## config.mk

```make
export PLATFORM = sky130hd
export DESIGN_NAME = load_store_unit_flat
export DESIGN_NICKNAME = d
export VERILOG_FILES = /design/src/rtl/load_store_unit_if.sv /design/src/rtl/load_store_unit.sv /design/src/flat_wrapper.sv
export SDC_FILE = /design/constraint.sdc
export NUM_CORES = 1
export LEC_CHECK = 0
export CORE_MARGIN = 2
export CORE_UTILIZATION = 45
export CTS_BUF_LIST = sky130_fd_sc_hd__clkbuf_2
export CTS_CLUSTER_SIZE = 20
export DETAILED_ROUTE_END_ITERATION = 8
export PLACE_DENSITY = 0.83
export SLEW_MARGIN = 20
export SYNTH_ARGS = -nofsm -noshare
export SYNTH_HDL_FRONTEND = slang
export SYNTH_SLANG_ARGS = --single-unit
```

## constraint.sdc

```tcl
create_clock -name clk -period 7.7 [get_ports clk]
set_clock_uncertainty 0.1 [all_clocks]
set_input_delay 1.155 -clock clk [delete_from_list [all_inputs] [get_ports clk]]
set_output_delay 1.155 -clock clk [all_outputs]
set_load 0.01 [all_outputs]
```

## src/rtl/load_store_unit_if.sv

```systemverilog
// Pipeline/memory bus bundle for load_store_unit.
// Latency: none (signal bundle only).
// Backpressure: stall is driven by the slave; the master holds its request while stall is high.
// Ports: req_valid/req_we/funct3/addr/wdata (request), stall/rdata/rdata_valid/misalign_err
// (response), mem_we/mem_a/mem_wd/mem_rd (word-addressed data memory, combinational read).
interface load_store_unit_if #(
    parameter int ADDRESS_WIDTH = 17,
    parameter int DATA_WIDTH    = 32
);
    // Request from the MEM stage
    logic                     req_valid;
    logic                     req_we;
    logic [2:0]               funct3;
    logic [31:0]              addr;
    logic [DATA_WIDTH-1:0]    wdata;

    // Response to the pipeline
    logic                     stall;
    logic [DATA_WIDTH-1:0]    rdata;
    logic                     rdata_valid;
    logic                     misalign_err;

    // Data memory side
    logic                     mem_we;
    logic [ADDRESS_WIDTH-1:0] mem_a;
    logic [DATA_WIDTH-1:0]    mem_wd;
    logic [DATA_WIDTH-1:0]    mem_rd;

    // Pipeline + memory environment
    modport master (
        output req_valid, req_we, funct3, addr, wdata, mem_rd,
        input  stall, rdata, rdata_valid, misalign_err, mem_we, mem_a, mem_wd
    );

    // Load/store unit
    modport slave (
        input  req_valid, req_we, funct3, addr, wdata, mem_rd,
        output stall, rdata, rdata_valid, misalign_err, mem_we, mem_a, mem_wd
    );
endinterface

```

## src/rtl/load_store_unit.sv

```systemverilog
// Byte-addressed RV32 load/store to word-addressed memory, sub-word stores as same-cycle RMW.
// Latency: 0 cycles for aligned-within-word accesses; word-crossing accesses take 2 cycles.
// Backpressure: stall=1 during the first half of a split access; the request must be held.
// Ports: clk, rst_n (synchronous, active low), bus (load_store_unit_if.slave).
// Optional: define LSU_MISALIGN_TRAP_EN to trap misaligned accesses (misalign_err pulse)
// instead of splitting them; the split FSM path is then compiled out.
module load_store_unit #(
    parameter int ADDRESS_WIDTH = 17,
    parameter int DATA_WIDTH    = 32
) (
    input  logic               clk,
    input  logic               rst_n,
    load_store_unit_if.slave   bus
);

    typedef enum logic {IDLE, SECOND} state_t;

    state_t                   state_q, state_d;
    logic [ADDRESS_WIDTH-1:0] nidx_q, nidx_d;
    logic [2:0]               funct3_q, funct3_d;
    logic                     we_q, we_d;
    logic [1:0]               off_q, off_d;
    logic [DATA_WIDTH-1:0]    wdata_q, wdata_d;
    logic [DATA_WIDTH-1:0]    lo_q, lo_d;

    logic [1:0]               off;
    logic [ADDRESS_WIDTH-1:0] widx;
    logic                     op_ok;
    logic                     in_second;
    logic [2:0]               cur_f3;
    logic [1:0]               cur_off;
    logic [DATA_WIDTH-1:0]    cur_wdata;
    logic [3:0]               lanes4;
    logic [7:0]               mask8;
    logic [2*DATA_WIDTH-1:0]  wide;
    logic [DATA_WIDTH-1:0]    rd_shift;
    logic [5:0]               sh_hi;
    logic                     unused_addr_hi;

    assign off            = bus.addr[1:0];
    assign widx           = bus.addr[ADDRESS_WIDTH+1:2];
    assign unused_addr_hi = ^bus.addr[31:ADDRESS_WIDTH+2];

    // Replace the byte lanes selected by be with the corresponding lanes of new_w.
    function automatic logic [31:0] merge(input logic [31:0] old_w, input logic [31:0] new_w,
                                          input logic [3:0] be);
        for (int b = 0; b < 4; b++) begin
            merge[8*b +: 8] = be[b] ? new_w[8*b +: 8] : old_w[8*b +: 8];
        end
    endfunction

    // funct3[2]=1 selects zero extension (LBU/LHU).
    function automatic logic [31:0] ext(input logic [31:0] d, input logic [2:0] f3);
        case (f3[1:0])
            2'b00:   ext = {{24{d[7]  & ~f3[2]}}, d[7:0]};
            2'b01:   ext = {{16{d[15] & ~f3[2]}}, d[15:0]};
            default: ext = d;
        endcase
    endfunction

    always_comb begin
        if (bus.req_we) begin
            op_ok = (bus.funct3 == 3'b000) || (bus.funct3 == 3'b001) || (bus.funct3 == 3'b010);
        end else begin
            op_ok = (bus.funct3 != 3'b011) && (bus.funct3 != 3'b110) && (bus.funct3 != 3'b111);
        end
    end

    // In SECOND every lane computation runs from the latched request, so the live inputs
    // are free to change.
    assign in_second = (state_q == SECOND);
    assign cur_f3    = in_second ? funct3_q : bus.funct3;
    assign cur_off   = in_second ? off_q    : off;
    assign cur_wdata = in_second ? wdata_q  : bus.wdata;

    always_comb begin
        case (cur_f3[1:0])
            2'b00:   lanes4 = 4'b0001;
            2'b01:   lanes4 = 4'b0011;
            default: lanes4 = 4'b1111;
        endcase
    end

    // Two-word view of the access: low nibble/word hit widx, high nibble/word hit widx+1.
    assign mask8    = {4'b0000, lanes4} << cur_off;
    assign wide     = {{DATA_WIDTH{1'b0}}, cur_wdata} << {cur_off, 3'b000};
    assign rd_shift = bus.mem_rd >> {off, 3'b000};
    // Bytes already collected from the low word occupy 32-8*off bits.
    assign sh_hi    = 6'd32 - {1'b0, off_q, 3'b000};

`ifdef LSU_MISALIGN_TRAP_EN
    logic misaligned;
    assign misaligned = ((bus.funct3[1:0] == 2'b01) && off[0]) ||
                        ((bus.funct3[1:0] == 2'b10) && (off != 2'b00));
`else
    logic split;
    assign split = |mask8[7:4];
`endif

    always_comb begin
        state_d          = state_q;
        nidx_d           = nidx_q;
        funct3_d         = funct3_q;
        we_d             = we_q;
        off_d            = off_q;
        wdata_d          = wdata_q;
        lo_d             = lo_q;
        bus.mem_a        = widx;
        bus.mem_we       = 1'b0;
        bus.mem_wd       = '0;
        bus.rdata        = '0;
        bus.rdata_valid  = 1'b0;
        bus.stall        = 1'b0;
        bus.misalign_err = 1'b0;

        case (state_q)
            IDLE: begin
                if (bus.req_valid && op_ok) begin
`ifdef LSU_MISALIGN_TRAP_EN
                    if (misaligned) begin
                        bus.misalign_err = 1'b1;
                    end else if (bus.req_we) begin
                        bus.mem_we = 1'b1;
                        bus.mem_wd = merge(bus.mem_rd, wide[31:0], mask8[3:0]);
                    end else begin
                        bus.rdata       = ext(rd_shift, bus.funct3);
                        bus.rdata_valid = 1'b1;
                    end
`else
                    // For a split store this is the low-word half: mask8[3:0] covers lanes off..3.
                    if (bus.req_we) begin
                        bus.mem_we = 1'b1;
                        bus.mem_wd = merge(bus.mem_rd, wide[31:0], mask8[3:0]);
                    end else if (!split) begin
                        bus.rdata       = ext(rd_shift, bus.funct3);
                        bus.rdata_valid = 1'b1;
                    end
                    if (split) begin
                        bus.stall = 1'b1;
                        state_d   = SECOND;
                        nidx_d    = widx + 1'b1;
                        funct3_d  = bus.funct3;
                        we_d      = bus.req_we;
                        off_d     = off;
                        wdata_d   = bus.wdata;
                        lo_d      = rd_shift;
                    end
`endif
                end
            end
            SECOND: begin
`ifdef LSU_MISALIGN_TRAP_EN
                state_d = IDLE;
`else
                bus.mem_a = nidx_q;
                if (we_q) begin
                    bus.mem_we = 1'b1;
                    bus.mem_wd = merge(bus.mem_rd, wide[63:32], mask8[7:4]);
                end else begin
                    bus.rdata       = ext(lo_q | (bus.mem_rd << sh_hi), funct3_q);
                    bus.rdata_valid = 1'b1;
                end
                state_d = IDLE;
`endif
            end
            default: state_d = IDLE;
        endcase

        // Reset must block writes even in the middle of a split store.
        if (!rst_n) begin
            bus.mem_a        = '0;
            bus.mem_we       = 1'b0;
            bus.mem_wd       = '0;
            bus.rdata        = '0;
            bus.rdata_valid  = 1'b0;
            bus.stall        = 1'b0;
            bus.misalign_err = 1'b0;
        end
    end

    always_ff @(posedge clk) begin
        if (!rst_n) begin
            state_q  <= IDLE;
            nidx_q   <= '0;
            funct3_q <= '0;
            we_q     <= 1'b0;
            off_q    <= '0;
            wdata_q  <= '0;
            lo_q     <= '0;
        end else begin
            state_q  <= state_d;
            nidx_q   <= nidx_d;
            funct3_q <= funct3_d;
            we_q     <= we_d;
            off_q    <= off_d;
            wdata_q  <= wdata_d;
            lo_q     <= lo_d;
        end
    end

endmodule

```

## src/flat_wrapper.sv

```systemverilog
// flat-port wrapper written by rule: the top's interface ports become plain ports
module load_store_unit_flat 
#(
    parameter int ADDRESS_WIDTH = 17,
    parameter int DATA_WIDTH    = 32
)
  (clk, rst_n, bus_req_valid, bus_req_we, bus_funct3, bus_addr, bus_wdata, bus_mem_rd, bus_stall, bus_rdata, bus_rdata_valid, bus_misalign_err, bus_mem_we, bus_mem_a, bus_mem_wd);
  load_store_unit_if #(.ADDRESS_WIDTH(ADDRESS_WIDTH), .DATA_WIDTH(DATA_WIDTH)) bus_i ();
  input  logic clk;
  input  logic rst_n;
  input wire logic [$bits(bus_i.req_valid)-1:0] bus_req_valid;
  input wire logic [$bits(bus_i.req_we)-1:0] bus_req_we;
  input wire logic [$bits(bus_i.funct3)-1:0] bus_funct3;
  input wire logic [$bits(bus_i.addr)-1:0] bus_addr;
  input wire logic [$bits(bus_i.wdata)-1:0] bus_wdata;
  input wire logic [$bits(bus_i.mem_rd)-1:0] bus_mem_rd;
  output wire logic [$bits(bus_i.stall)-1:0] bus_stall;
  output wire logic [$bits(bus_i.rdata)-1:0] bus_rdata;
  output wire logic [$bits(bus_i.rdata_valid)-1:0] bus_rdata_valid;
  output wire logic [$bits(bus_i.misalign_err)-1:0] bus_misalign_err;
  output wire logic [$bits(bus_i.mem_we)-1:0] bus_mem_we;
  output wire logic [$bits(bus_i.mem_a)-1:0] bus_mem_a;
  output wire logic [$bits(bus_i.mem_wd)-1:0] bus_mem_wd;
  assign bus_i.req_valid = bus_req_valid;
  assign bus_i.req_we = bus_req_we;
  assign bus_i.funct3 = bus_funct3;
  assign bus_i.addr = bus_addr;
  assign bus_i.wdata = bus_wdata;
  assign bus_i.mem_rd = bus_mem_rd;
  assign bus_stall = bus_i.stall;
  assign bus_rdata = bus_i.rdata;
  assign bus_rdata_valid = bus_i.rdata_valid;
  assign bus_misalign_err = bus_i.misalign_err;
  assign bus_mem_we = bus_i.mem_we;
  assign bus_mem_a = bus_i.mem_a;
  assign bus_mem_wd = bus_i.mem_wd;
  load_store_unit #(.ADDRESS_WIDTH(ADDRESS_WIDTH), .DATA_WIDTH(DATA_WIDTH)) u_core (.clk(clk), .rst_n(rst_n), .bus(bus_i));
endmodule
```

==> results.json <==
{
  "p_total_mw": 1.13,
  "grt_pass1_vias": 7336,
  "power.density_cell_area_mw_per_mm2": 125,
  "hold_class": "flop to flop",
  "cp_delay_by_family_top": "simple AND/OR/NAND/NOR gates",
  "die_height_um": 131,
  "synth_ff_type": "sky130_fd_sc_hd__dfxtp_1",
  "fp.dieW_um": 131,
  "synth-warning-count": 0,
  "numPortBuffers": 173,
  "synth_cell_types": 60,
  "worst-path-max-fanout": 16,
  "netlist_top_cells_count": "173 x sky130_fd_sc_hd__nor2_1, 134 x sky130_fd_sc_hd__nand2_1, 114 x sky130_fd_sc_hd__a21oi_1",
  "postSynthAreaPerCell_sq_um": 7.23,
  "leakage_nw": 3.13,
  "slowest_stage": "sky130_fd_sc_hd__clkdlybuf4s50_1",
  "post-synth-top-area-cell": "sky130_fd_sc_hd__dfxtp_1",
  "drt_wl_total_um": 26300,
  "max_cap_violations": 0,
  "flow.area_growth_from_synthesis_pct": 25.0,
  "timing.reg2reg.setup_slack_ns": 4.17,
  "vias_per_cell": 6.17,
  "postCtsSetupRepairBufs": 0,
  "routed_wire_length_per_instance_um": 19.7,
  "rsz0062_at_grt": "no",
  "core_region_area_sq_mm": 0.0158,
  "synthesis.area_sq_mm": 0.00723,
  "routed-via-count": 8241,
  "grt_antenna_before_repair": 1,
  "post-synth-top-area-fraction": 0.244,
  "fill_cells": 1504,
  "start_kind": "input pin",
  "number_of_placement_rows": 46,
  "post_synth_inst_count": 999,
  "fraction_of_final_layout_cells_sized_beyond_drive_strength_1": 0.0652,
  "part_of_the_cycle_the_worst_path_needs": 0.808,
  "antenna_left": 0,
  "hold_buffers": 0,
  "cp_cell_sequence": "clkdlybuf4s50_1 -> nor3_1 -> nor3b_4 -> nor3_2 -> nand3_1 -> o22ai_1 -> clkdlybuf4s50_1",
  "timing_max_transition_violations_final": 0,
  "postCtsResizedCells": 0,
  "detail_route.iter0.violations": 1248,
  "nets": 1219,
  "clock_latency_ns": 0.62,
  "clock_tree.buffer_depth": 2,
  "async_flop_share": 0,
  "synth_area_leaders": "sky130_fd_sc_hd__dfxtp_1 24%, sky130_fd_sc_hd__mux2i_1 15%, sky130_fd_sc_hd__nor2_1 9.0%",
  "global_route.overflow_total": 0,
  "synth-edff-count": 0,
  "worst_path_most_repeated_cell": "sky130_fd_sc_hd__clkdlybuf4s50_1",
  "path_class": "input pin to primary output",
  "syn_nets": 1104,
  "final_period_minus_worst_setup_slack_ns": 6.22,
  "floorplan.initialDensity": 0.458,
  "root_buffer": "sky130_fd_sc_hd__clkbuf_2",
  "max_slew.worst_pin.slew_ns": 1.07,
  "critPathMaxStageDelay_ns": 0.75,
  "synth-seq-cells": 88,
  "ys_seq_area_frac": 0.244,
  "h_tree_depth_reported_by_cts": 3,
  "timing.final.setup_violations": 0,
  "detail_route.drc_violations": 0,
  "cts_tree": "yes",
  "worst_ir_drop_vdd_uv": 75.0,
  "report.final.hold_viol_count": 0,
  "place.gp.congestion": 0.974,
  "cp.buffers_inverters": 2,
  "worst_setup_path_end_kind": "primary output",
  "tns_ns": 0,
  "place_hpwl_um": 18300,
  "worst_setup_hold_path_clk_slew_ns": 0.22,
  "dieArea_sq_mm": 0.0171,
  "clock.fmax_ghz": 0.161,
  "router_iterations_before_antenna_repair": 6,
  "slew-limit-headroom": 0.288,
  "cts_num_sinks": 88,
  "first_pass_grt_wire_length_um": 40000,
  "largest_net_degree_at_the_start_of_global_routing": 72,
  "status": "finished, final reports clean",
  "data_required_time_of_the_critical_path_ns": 6.44,
  "num_io_pins": 188,
  "yosysMostFrequentCell": "sky130_fd_sc_hd__nor2_1",
  "crit_arrival_ns": 4.96,
  "grt_usage": 0.302,
  "cts_inserted_buffers": 9
}
metrics by stage:
stage / hold WS, ns / instances / util / setup WS [ns] / area [sq um]
after floorplan: 0.333 / 999 / - / 3.81 / 7230
after global placement: 0.338 / 1319 / 0.565 / 1.71 / 8920
after detailed placement: 0.343 / 1319 / 0.565 / 1.64 / 8920
after CTS: 0.369 / 1335 / 0.573 / 1.59 / 9030
after global routing: 0.389 / 1336 / 0.573 / 1.33 / 9030
final: 0.369 / 1336 / 0.573 / 1.48 / 9030
kinds of logic (layout without fill, tap and decap cells):
family	count (synthesis)	count (layout)	share of synthesized area
AOI/OAI and AO/OA	264	264	0.227
xor gates and xnor gates	15	15	0.0182
adders and majority gates	2	2	0.00346
buffers and inverters	91	211	0.0609
DFF	88	88	0.244
muxes	135	135	0.206
other	1	2	0.000519
and+or+nand+nor	403	403	0.240
worst register-to-register path, stage by stage, from the launching register on:
cell	delay [ns]
sky130_fd_sc_hd__dfxtp_4	0.46
sky130_fd_sc_hd__buf_4	0.41
sky130_fd_sc_hd__nor2b_1	0.42
sky130_fd_sc_hd__o21a_1	0.25
sky130_fd_sc_hd__o21a_2	0.87
sky130_fd_sc_hd__buf_4	0.57
sky130_fd_sc_hd__o21ai_0	0.13
sky130_fd_sc_hd__o21ba_2	0.28
state kept, by name (all words and copies together), names as in the netlist:
name and count:
u_core.in_second 1, u_core.nidx_q 17, u_core.off_q 2, u_core.funct3_q 3, u_core.wdata_q 32, u_core.lo_q 32
u_core.we_q 1
layout by cell type (no fill, tap or decap), drive strengths merged, types with 3 or more instances in the layout:
cell	count
a2111oi	8
a211o	10
a211oi	29
a21oi	116
a221oi	7
a22oi	6
and3	12
buf	11
clkbuf	11
clkdlybuf4s50	173
clkinv	4
dfxtp	88
inv	10
mux2	18
mux2i	108
mux4	9
nand2	134
nand3	13
nand3b	3
nand4	4
nor2	173
nor2b	10
nor3	40
nor4	3
o21ai	43
o22ai	25
o32ai	7
or2	4
xnor2	8
xor2	7
power breakdown:
group / switching, mW / total (mW) / leakage, nW / internal [mW]
Clock: 0.177 / 0.255 / 0.0723 / 0.0776
Sequential: 0.0123 / 0.489 / 0.715 / 0.476
Combinational: 0.226 / 0.388 / 2.34 / 0.162
Total: 0.415 / 1.13 / 3.13 / 0.716
per-layer routing:
| layer | share of wire | vias up | routed length (um) | track usage |
|---|---|---|---|---|
| met5 | 0 | - | 0 | 0 |
| met4 | 0.046 | 0 | 1220 | 0.144 |
| met3 | 0.13 | 105 | 3550 | 0.0778 |
| met2 | 0.43 | 578 | 11200 | 0.453 |
| met1 | 0.39 | 3742 | 10300 | 0.405 |
| li1 | - | 3816 | - | - |
worst paths after layout:
kind / cells past startpoint / endpoint / from
max: 7 / bus_rdata[23] / bus_addr[1]
min: 2 / u_core.wdata_q[31] / u_core.wdata_q[31]
max reg2reg: 7 / u_core.nidx_q[16] / u_core.in_second
min reg2reg: 2 / u_core.wdata_q[31] / u_core.wdata_q[31]
layout make-up:
class,count,area [sq um],area share
multi-input combinational,820,5030,0.557
antenna,1,2.50,0.000277
sequential,88,1770,0.195
clock inverter,5,56.3,0.00623
inverter,11,41.3,0.00457
clock buffer,11,55.1,0.00610
tap,216,270,0.0299
timing repair buffer,184,1810,0.201
No activity file was read; power rests on OpenSTA's default activity.
